[src/rtl/sound_arbiter.sv]
// rtl/sound_arbiter.sv - fixed-priority, preemptive arbiter for the single audio playback resource
// Optional build macro SOUND_QUEUE_EN: queue lower-priority requests and replay them after a silent gap.
module sound_arbiter #(
    parameter int CHOMP_TICKS = 1600,
    parameter int POWER_TICKS = 8000,
    parameter int DEATH_TICKS = 12000,
    parameter int INTRO_TICKS = 32000,
    parameter int GAP_TICKS   = 80,
    parameter int CNT_W       = 16
) (
    input  logic       clk,
    input  logic       rst_n,
    input  logic       tick_8khz,
    input  logic [3:0] req,
    input  logic       mute,
    output logic [2:0] sound_type,
    output logic       busy,
    output logic [1:0] active_id,
    output logic       done
);

    typedef enum logic [1:0] {
        IDLE = 2'd0,
        PLAY = 2'd1,
        GAP  = 2'd2
    } state_t;

`ifdef SOUND_QUEUE_EN
    localparam logic [3:0] PEND_MASK = 4'hF;
`else
    localparam logic [3:0] PEND_MASK = 4'h0;
`endif

    state_t           state_q, state_d;
    logic [CNT_W-1:0] cnt_q, cnt_d;
    logic [1:0]       id_q, id_d;
    logic             done_q, done_d;
    logic [3:0]       pend_q, pend_d;

    function automatic logic [1:0] top_id(input logic [3:0] v);
        if (v[3]) return 2'd3;
        if (v[2]) return 2'd2;
        if (v[1]) return 2'd1;
        return 2'd0;
    endfunction

    function automatic logic [CNT_W-1:0] dur(input logic [1:0] id);
        case (id)
            2'd0:    return CNT_W'(CHOMP_TICKS);
            2'd1:    return CNT_W'(POWER_TICKS);
            2'd2:    return CNT_W'(DEATH_TICKS);
            default: return CNT_W'(INTRO_TICKS);
        endcase
    endfunction

    function automatic logic [3:0] onehot(input logic [1:0] id);
        return 4'b0001 << id;
    endfunction

    logic       req_any;
    logic [1:0] req_id;
    logic [3:0] all_v;
    logic [1:0] all_id;
    logic       tick_end;
    logic [3:0] pend_end;

    assign req_any  = |req;
    assign req_id   = top_id(req);
    assign all_v    = req | pend_q;
    assign all_id   = top_id(all_v);
    assign tick_end = tick_8khz && (cnt_q == CNT_W'(1));
    assign pend_end = (pend_q | req) & PEND_MASK;

    always_comb begin
        state_d = state_q;
        cnt_d   = cnt_q;
        id_d    = id_q;
        done_d  = 1'b0;
        pend_d  = pend_q;
        case (state_q)
            IDLE: begin
                if (req_any) begin
                    state_d = PLAY;
                    id_d    = req_id;
                    cnt_d   = dur(req_id);
                    pend_d  = (pend_q | req) & ~onehot(req_id);
                end
            end
            PLAY: begin
                if (req_any && (req_id > id_q)) begin
                    // Preemption drops the running sound without a done pulse
                    id_d   = req_id;
                    cnt_d  = dur(req_id);
                    pend_d = (pend_q | req) & ~onehot(req_id);
                end else if (tick_end) begin
                    done_d = 1'b1;
                    cnt_d  = '0;
                    pend_d = pend_end;
                    if (pend_end != 4'h0) begin
                        state_d = GAP;
                        cnt_d   = CNT_W'(GAP_TICKS);
                    end else begin
                        state_d = IDLE;
                    end
                end else begin
                    pend_d = pend_q | (req & ~onehot(id_q));
                    if (req_any && (req_id == id_q)) begin
                        cnt_d = dur(id_q);
                    end else if (tick_8khz) begin
                        cnt_d = cnt_q - CNT_W'(1);
                    end
                end
            end
            GAP: begin
                if (req_any || tick_end) begin
                    state_d = PLAY;
                    id_d    = all_id;
                    cnt_d   = dur(all_id);
                    pend_d  = all_v & ~onehot(all_id);
                end else if (tick_8khz) begin
                    cnt_d = cnt_q - CNT_W'(1);
                end
            end
            default: state_d = IDLE;
        endcase
        pend_d = pend_d & PEND_MASK;
    end

    always_ff @(posedge clk or negedge rst_n) begin
        if (!rst_n) begin
            state_q <= IDLE;
            cnt_q   <= '0;
            id_q    <= 2'd0;
            done_q  <= 1'b0;
            pend_q  <= 4'h0;
        end else begin
            state_q <= state_d;
            cnt_q   <= cnt_d;
            id_q    <= id_d;
            done_q  <= done_d;
            pend_q  <= pend_d;
        end
    end

    // Mute only gates the code seen by the audio block; sequencing is untouched
    assign sound_type = ((state_q == PLAY) && !mute) ? ({1'b0, id_q} + 3'd1) : 3'd0;
    assign busy       = (state_q != IDLE);
    assign active_id  = id_q;
    assign done       = done_q;

endmodule

[config.mk]
export PLATFORM = sky130hd
export DESIGN_NAME = sound_arbiter
export DESIGN_NICKNAME = d
export VERILOG_FILES = /design/src/rtl/sound_arbiter.sv
export SDC_FILE = /design/constraint.sdc
export NUM_CORES = 1
export LEC_CHECK = 0
export ABC_AREA = 1
export CAP_MARGIN = 20
export CORE_ASPECT_RATIO = 0.8
export CORE_MARGIN = 2
export CORE_UTILIZATION = 52
export DETAILED_ROUTE_END_ITERATION = 12
export GPL_ROUTABILITY_DRIVEN = 0
export MAX_ROUTING_LAYER = met4
export PLACE_DENSITY = 0.73
export SLEW_MARGIN = 20
export SYNTH_ARGS = -nofsm -noshare
export SYNTH_HDL_FRONTEND = slang
export SYNTH_SLANG_ARGS = --single-unit
[constraint.sdc]
create_clock -name clk -period 1.8 [get_ports clk]
set_clock_uncertainty 0.15 [all_clocks]
set_input_delay 0.36 -clock clk [delete_from_list [all_inputs] [get_ports clk]]
set_output_delay 0.36 -clock clk [all_outputs]
set_load 0.01 [all_outputs]
==> impl_metrics.toml, run 1 <==
[status]
status = "finished, violations left"
violations = "negative setup slack"

[floorplanning]
fp.dieH_um = 54.70
fp.dieW_um = 67.37
io-pin-count = 15
start_util = 0.5414
rows = 18
die_area_um2 = 3685
core_area_um2 = 3085

[global_route]
track_usage = 0.3167
antenna_found_initial = 0
grt.overflow.total = 0
grt_pass1_wl_mm = 8.176
grt_pass1_vias = 1739
grt_max_degree = 21

[synth]
syn-num-nets = 268
synth_cells = 251
syn-mean-instance-area_um2 = 6.655
synth_area_um2 = 1670
yosys-top-cells-area = "dfrtp_1, nand2_1, nor2_1"
ys_warn_count = 0
yosysTopAreaCell = "dfrtp_1"
synth-seq-cells = 20
synth_cell_type_count = 29
ys_seq_area_frac = 0.2996
netlist.area_leader.share = 0.2996

[pwr]
total_power_uw = 4903
leakage_uw = 0.001269
ir_drop_v = 0.001229
p_per_area_nw_per_um2 = 1971

[timing]
timing.hold.ws_ns = 0.2924
fmax_mhz = 525.7
final_hold_viol_count = 0
max_slew_margin = 0.8130
setup-tns-final_ns = -0.7896
rsz0062_at_grt = "yes"
min_period_ns = 1.902
slew_violations = 0
setup_viol = 12
fin_ws_ns = -0.1021
worstMarginPinSlew_ns = 0.2804
min_period_over_period = 1.057

[drt]
first_pass_iters = 6
vias = 1944
drc = 0
drt-wirelength-per-cell_um = 15.42
detail-route-antenna-nets = 0
first_iter_violations = 184
postRouteWirelength_mm = 5.535
vias_per_cell = 5.415

[place]
dp_slack_ns = -0.6245
io_buffers = 14
hpwl_mm = 3.599

[finish]
layout_commonest_cell = "nand2_1"
final_cell_mix = "nand2_1, buf_4, nor2_1"
antenna-diode-count = 0
nFillCells = 201
areaGrowthSynthToFinish_pct = 48.91
final_nets = 337
drive_above_1_share = 0.3950

[worst_setup_path]
worstSetupStartpointType = "flop"
critical_path.slowest_cell = "dfrtp_2"
crit_fanout = 5
worstSetupPathType = "reg2reg"
path_buf_inv = 4
cp.arrival_ns = 1.92
cp_top_family = "simple AND/OR/NAND/NOR gates"
crit_chain = "inv_4 -> ha_4 -> inv_2 -> o21bai_4 -> nand3_2 -> nand2_4 -> buf_4 -> nand2_1 -> o21ai_1 -> inv_1 -> nand2_1 -> nand2_1"
end_kind = "flop"
cp_common_cell = "nand2_1"
crit_required_ns = 1.82
max_stage_delay_ns = 0.40

[clock_tree]
clkLatencyLatePin_ns = 0.27
postCtsHoldBufs = 0
clk_pin_slew_ns = 0.08
cts.sinks = 20
clockBufferDepth = 2
cts_buffers = 3
cts_tree = "done"
clock-root-buffer = "clkbuf_8"
cts_htree_levels = 1

[job]
maxCapViolCount = 0

[worst_hold_path]
min_path_type = "in2async"
[routing by layer]
layer,global-route usage,vias to the layer above,part of all wire
li1,-,935,-
met1,0.4259,902,0.43
met4,0.06122,0,0.012
met3,0.04733,10,0.084
met2,0.5132,97,0.47
met5,-,-,0
[worst reg2reg max path: stages, from the launching register on]
cell	delay (ns)
dfrtp_2	0.40
inv_4	0.05
ha_4	0.28
inv_2	0.04
o21bai_4	0.10
nand3_2	0.10
nand2_4	0.13
buf_4	0.14
nand2_1	0.07
o21ai_1	0.17
inv_1	0.06
nand2_1	0.07
nand2_1	0.05
[synthesized netlist by cell type]
master	count
nor3_1	6
ha_1	9
nand3_2	1
buf_12	1
nor3_2	1
nand4_1	5
inv_1	32
inv_2	2
nand3b_1	2
buf_8	1
o21bai_2	1
o211ai_2	1
nand2_1	70
nand2_2	2
nor2_2	6
a21oi_2	2
o22ai_2	1
o21ai_2	2
xor2_1	1
o21ai_0	9
a31oi_1	1
nor2_1	40
a22oi_1	1
a21oi_1	5
or2_2	4
nand3_1	21
o211ai_1	1
nand2_4	3
dfrtp_1	20
[where the power goes]
part           total (uW)  switching (uW)  leakage [uW]  internal [uW]
combinational        3570            1940      0.000996           1620
clock                 469             172     0.0000357            297
sequential            867             216      0.000237            651
[through the flow]
step           instance area [um^2]  std cells  utilization
2_1_floorplan                  1709        251            -
3_3_place_gp                   2177        343       0.7056
3_5_place_dp                   2177        343       0.7056
4_1_cts                        2370        355       0.7680
5_1_grt                        2487        359       0.8062
6_report                       2487        359       0.8062
[kinds of logic (layout without fill, tap and decap cells)]
| group | Yosys count | after routing | share of synthesized area |
|---|---|---|---|
| adder cells (fa/ha/maj) | 9 | 9 | 0.06742 |
| AND/OR/NAND/NOR | 161 | 161 | 0.4330 |
| AO/OA/AOI/OAI | 24 | 24 | 0.09738 |
| flip-flops | 20 | 20 | 0.2996 |
| XOR/XNOR | 1 | 1 | 0.005244 |
| buffers and inverters | 36 | 104 | 0.09738 |
[final cells by class]
| type | count | area (um^2) | area share |
|---|---|---|---|
| multi-input combinational | 195 | 1179 | 0.4738 |
| inverter | 34 | 132.6 | 0.05332 |
| tap | 40 | 50.05 | 0.02012 |
| sequential | 20 | 503.0 | 0.2022 |
| clock buffer | 3 | 41.29 | 0.01660 |
| timing repair buffer | 66 | 551.8 | 0.2218 |
| clock inverter | 1 | 30.03 | 0.01207 |
[worst paths after layout]
| path | end | depth (start not counted) | slack (ns) | from |
|---|---|---|---|---|
| max in group asynchronous | active_id[1] | 2 | 0.97 | rst_n |
| min in group clk | cnt_q[13] | 2 | 0.40 | cnt_q[13] |
| worst min register to register | cnt_q[13] | 2 | 0.40 | cnt_q[13] |
| worst min-delay path | cnt_q[4] | 2 | 0.29 | rst_n |
| worst max register to register | cnt_q[11] | 12 | -0.10 | active_id[1] |
| worst max-delay path | cnt_q[11] | 12 | -0.10 | active_id[1] |
[state kept, by name, summed over array words and instances, names as in the netlist]
register / cells
done: 1
cnt_q: 16
active_id: 2
state_q: 1
[what timing repair did]
| action | CTS | global route |
|---|---|---|
| gates resized for setup | 45 | 34 |
| pin swaps | 14 | 16 |
| setup buffers | 7 | 5 |
| endpoints found under the setup margin | 26 | 22 |
| cloned | 1 | 0 |
No activity file was read; power rests on OpenSTA's default activity.
==> run 2, diff against run 1 <==
Settings changed: MAX_ROUTING_LAYER met4 to unset, SLEW_MARGIN 20 to unset.
==> impl_metrics.toml, run 2 (same netlist as run 1, synthesis figures left out) <==
[pwr]
ir_drop_v = 0.001231
switchingPower_uw = 2338
p_seq_frac = 0.177
p_per_area_nw_per_um2 = 1973
p_int_uw = 2570
sw_frac_of_total = 0.4764
leakage_uw = 0.001269
power_frac_comb = 0.727
clock_power_share = 0.096
total_power_uw = 4908

[job]
maxCapViolCount = 0

[finish]
drive_above_1_share = 0.3950
antenna-diode-count = 0
largest_reg_flops = 16
final_nets = 337
layout_commonest_cell = "nand2_1"
layout.cells.non_filler = 359
top_register = "cnt_q"
final_cell_mix = "nand2_1, buf_4, nor2_1"
areaGrowthSynthToFinish_pct = 48.91
nFillCells = 201

[status]
status = "finished, violations left"
violations = "negative setup slack"

[worst_setup_path]
worstSetupStartpointType = "flop"
path_buf_inv = 3
crit_chain = "inv_4 -> ha_4 -> inv_2 -> o21bai_4 -> nand3_2 -> nand2_4 -> nand2_4 -> nand2_8 -> buf_6 -> nand2_1 -> nand3b_1 -> nand2_1"
worstSetupPathType = "reg2reg"
max_stage_delay_ns = 0.40
end_kind = "flop"
rrSetupSlack_ns = -0.10
critical_path.slowest_cell = "dfrtp_2"
crit_fanout = 6
cp_top_family = "simple AND/OR/NAND/NOR gates"
crit_required_ns = 1.86
cp.arrival_ns = 1.96

[timing]
max_slew_margin = 0.8120
min_period_ns = 1.902
fmax_mhz = 525.8
slew_violations = 0
setup_viol = 13
rsz0062_at_grt = "yes"
worstMarginPinSlew_ns = 0.2819
fin_ws_ns = -0.1017
final_hold_viol_count = 0
timing.hold.ws_ns = 0.2898
min_period_over_period = 1.056

[global_route]
track_usage = 0.3077
grt_max_degree = 21
antenna_found_initial = 0
grt.overflow.total = 0
grt_pass1_wl_mm = 8.176
grt_pass1_vias = 1738

[floorplanning]
core_area_um2 = 3085
start_util = 0.5414
rows = 18
io-pin-count = 15
die_area_um2 = 3685
fp.dieH_um = 54.70
fp.dieW_um = 67.37

[clock_tree]
cts_buffers = 3
clk_pin_slew_ns = 0.08
cts_htree_levels = 1
cts.sinks = 20
clockBufferDepth = 2
clock-root-buffer = "clkbuf_8"
cts_tree = "done"
postCtsHoldBufs = 0
clkLatencyLatePin_ns = 0.27

[place]
dp.cells = 343
hpwl_mm = 3.599
dp_slack_ns = -0.6245
io_buffers = 14

[drt]
postRouteWirelength_mm = 5.577
drt-wirelength-per-cell_um = 15.53
vias = 1960
first_iter_violations = 162
drc = 0
vias_per_cell = 5.460
detail-route-antenna-nets = 0
first_pass_iters = 6

[worst_hold_path]
min_path_type = "in2async"
## run 2: cell type report
cell class | instances | area, um^2 | area share
multi-input cells | 195 | 1179 | 0.4738
repair buffers | 66 | 551.8 | 0.2218
flip-flops and latches | 20 | 503.0 | 0.2022
inverters | 34 | 132.6 | 0.05332
well taps | 40 | 50.05 | 0.02012
clock buffers | 3 | 41.29 | 0.01660
clock inverters | 1 | 30.03 | 0.01207
## run 2: power by group through the flow
| stage | Combinational, uW | Sequential, uW | Clock (uW) |
|---|---|---|---|
| after floorplan | 1790 | 828 | 0 |
| after global placement | 2790 | 819 | 0 |
| after detailed placement | 2840 | 826 | 0 |
| after CTS | 3170 | 828 | 472 |
| after global routing | 3850 | 883 | 488 |
| final | 3570 | 868 | 470 |
## run 2: through the flow
| stage | utilization | instance area, um^2 | TNS [ns] |
|---|---|---|---|
| 6_report | 0.8062 | 2487 | -0.7937 |
| 3_3_place_gp | 0.7056 | 2177 | -11.44 |
| 4_1_cts | 0.7680 | 2370 | -0.4058 |
| 3_5_place_dp | 0.7056 | 2177 | -12.22 |
| 2_1_floorplan | - | 1709 | -0.5713 |
| 5_1_grt | 0.8062 | 2487 | -2.087 |
## run 2: layer usage
| metal | track usage | wire [um] | vias to the layer above |
|---|---|---|---|
| met4 | 0.06122 | 76 | 0 |
| met1 | 0.4259 | 2385 | 914 |
| met5 | 0 | 0 | - |
| met2 | 0.5132 | 2638 | 97 |
| li1 | - | - | 939 |
| met3 | 0.04733 | 476 | 10 |
## run 2: repair_timing
item | 4_1_cts | 5_1_grt
gates resized for setup | 45 | 34
pin swaps | 14 | 16
gates cloned | 1 | 0
endpoints found under the setup margin | 26 | 22
setup buffers | 7 | 5
## run 2: worst paths after layout
kind                               from            to  cells past startpoint
max                        active_id[1]     cnt_q[13]                     12
min                               rst_n      cnt_q[4]                      2
max reg2reg                active_id[1]     cnt_q[13]                     12
min reg2reg                   cnt_q[13]     cnt_q[13]                      2
max in group asynchronous         rst_n  active_id[1]                      2
min in group clk              cnt_q[13]     cnt_q[13]                      2
==> run 3, diff against run 2 <==
Settings changed: CORE_MARGIN 2 to unset.
==> impl_metrics.toml, run 3 (same netlist as run 1, synthesis figures left out) <==
[status]
status = "finished, violations left"
violations = "negative setup slack"

[finish]
drive_above_1_share = 0.5076
design_area_um2 = 2718
layout_commonest_cell = "nand2_1"
antenna-diode-count = 0
final_cell_mix = "nand2_1, buf_4, nor2_1"
utilization = 0.8873
final_nets = 345
largest_reg_flops = 16
areaGrowthSynthToFinish_pct = 62.70
top_register = "cnt_q"

[drt]
vias = 2178
postRouteWirelength_mm = 7.260
vias_per_cell = 5.935
drc = 0
drt-wirelength-per-cell_um = 19.78
detail-route-antenna-nets = 0
first_iter_violations = 279
first_pass_iters = 4

[pwr]
leakage_uw = 0.001339
switchingPower_uw = 2862
p_int_uw = 2785
p_seq_frac = 0.161
ir_drop_v = 0.001297
p_per_area_nw_per_um2 = 2078
power_frac_comb = 0.776
sw_frac_of_total = 0.5068
clock_power_share = 0.063

[timing]
final_hold_viol_count = 0
min_period_ns = 1.960
min_period_over_period = 1.089
max_slew_margin = 0.8102
fin_ws_ns = -0.1604
rsz0062_at_grt = "yes"
fmax_mhz = 510.1
slew_violations = 0
worstMarginPinSlew_ns = 0.2840
setup_viol = 21
timing.hold.ws_ns = 0.2900

[worst_setup_path]
critical_path.slowest_cell = "clkdlybuf4s50_1"
cp-startpoint = "tick_8khz"
worstSetupPathType = "in2reg"
max_stage_delay_ns = 0.53
crit_required_ns = 1.81
worstSetupStartpointType = "input pin"
path_buf_inv = 3
crit_fanout = 3
cp_top_family = "buffers and inverters"
cp.arrival_ns = 1.97
r2r_start = "active_id[0]"
end_kind = "flop"
crit_chain = "clkdlybuf4s50_1 -> inv_1 -> buf_4 -> nor3_1 -> nand3_1 -> nand2_2 -> o21ai_2 -> nand2_2 -> o21ai_2"

[floorplanning]
fp.dieH_um = 52.70
rows = 18
die_area_um2 = 3444
start_util = 0.5453
io-pin-count = 15
core_area_um2 = 3063
fp.dieW_um = 65.37

[clock_tree]
cts_htree_levels = 1
cts.sinks = 20
clockBufferDepth = 2
postCtsHoldBufs = 0
clkLatencyLatePin_ns = 0.27
cts_tree = "done"
cts_buffers = 3
clk_pin_slew_ns = 0.08
clock-root-buffer = "clkbuf_8"

[place]
io_buffers = 14
dp_slack_ns = -0.6462
place_area_um2 = 2200
hpwl_mm = 3.800

[global_route]
antenna_found_initial = 0
grt_pass1_vias = 1810
grt_max_degree = 21
track_usage = 0.3581
grt.overflow.total = 0
grt_pass1_wl_mm = 8.838

[worst_hold_path]
min_path_type = "in2async"

[job]
maxCapViolCount = 0
==> run 3: changes by cell type in the layout (fill, tap and decap cells not counted), sizes merged <==
cell / before / now
dlygate4sd2: 3 / 1
buf: 57 / 65
dlymetal6s2s: 0 / 1
clkbuf: 4 / 5
clkdlybuf4s15: 0 / 1
bufinv: 1 / 0
==> run 3: final timing paths <==
check	to	slack, ns	depth (start not counted)
worst min register to register	cnt_q[13]	0.40	2
worst min-delay path	state_q[0]	0.29	2
worst max register to register	cnt_q[6]	-0.15	11
min in group clk	cnt_q[13]	0.40	2
max in group asynchronous	active_id[1]	0.97	2
worst max-delay path	cnt_q[6]	-0.16	9
==> run 3: final cells by class <==
class                      instances  area, um^2
multi-input combinational        195        1329
timing repair buffer              74       633.1
sequential                        20       505.5
fill                             129       345.3
inverter                          34       145.1
clock buffer                       4       55.05
tap                               40       50.05
==> run 3: per-stage QoR <==
step | std cells | TNS [ns] | power [uW]
floorplan | 251 | -0.5713 | 2619
global placement | 346 | -11.47 | 3700
detailed placement | 346 | -12.43 | 3756
CTS | 362 | -0.4366 | 4750
global route | 367 | -3.313 | 5910
finish | 367 | -1.747 | 5646
==> run 3: power groups by stage <==
stage	Sequential (uW)	Combinational [uW]	Clock, uW
finish	912	4380	355
global route	913	4630	365
CTS	853	3540	358
detailed placement	839	2920	0
global placement	833	2870	0
floorplan	828	1790	0
==> run 3: what timing repair did <==
item | 4_1_cts | 5_1_grt
gates cloned | 1 | 0
setup buffers | 11 | 10
endpoints found under the setup margin | 25 | 24
pin swaps | 19 | 29
hold endpoints to repair | 0 | 0
gates resized for setup | 66 | 67
==> run 3: per-layer routing <==
layer	vias up	global-route usage	wire [um]
met5	-	0	0
met4	0	0.1123	410
met3	41	0.07174	652
met2	169	0.5790	3379
met1	1019	0.4788	2817
li1	949	-	-
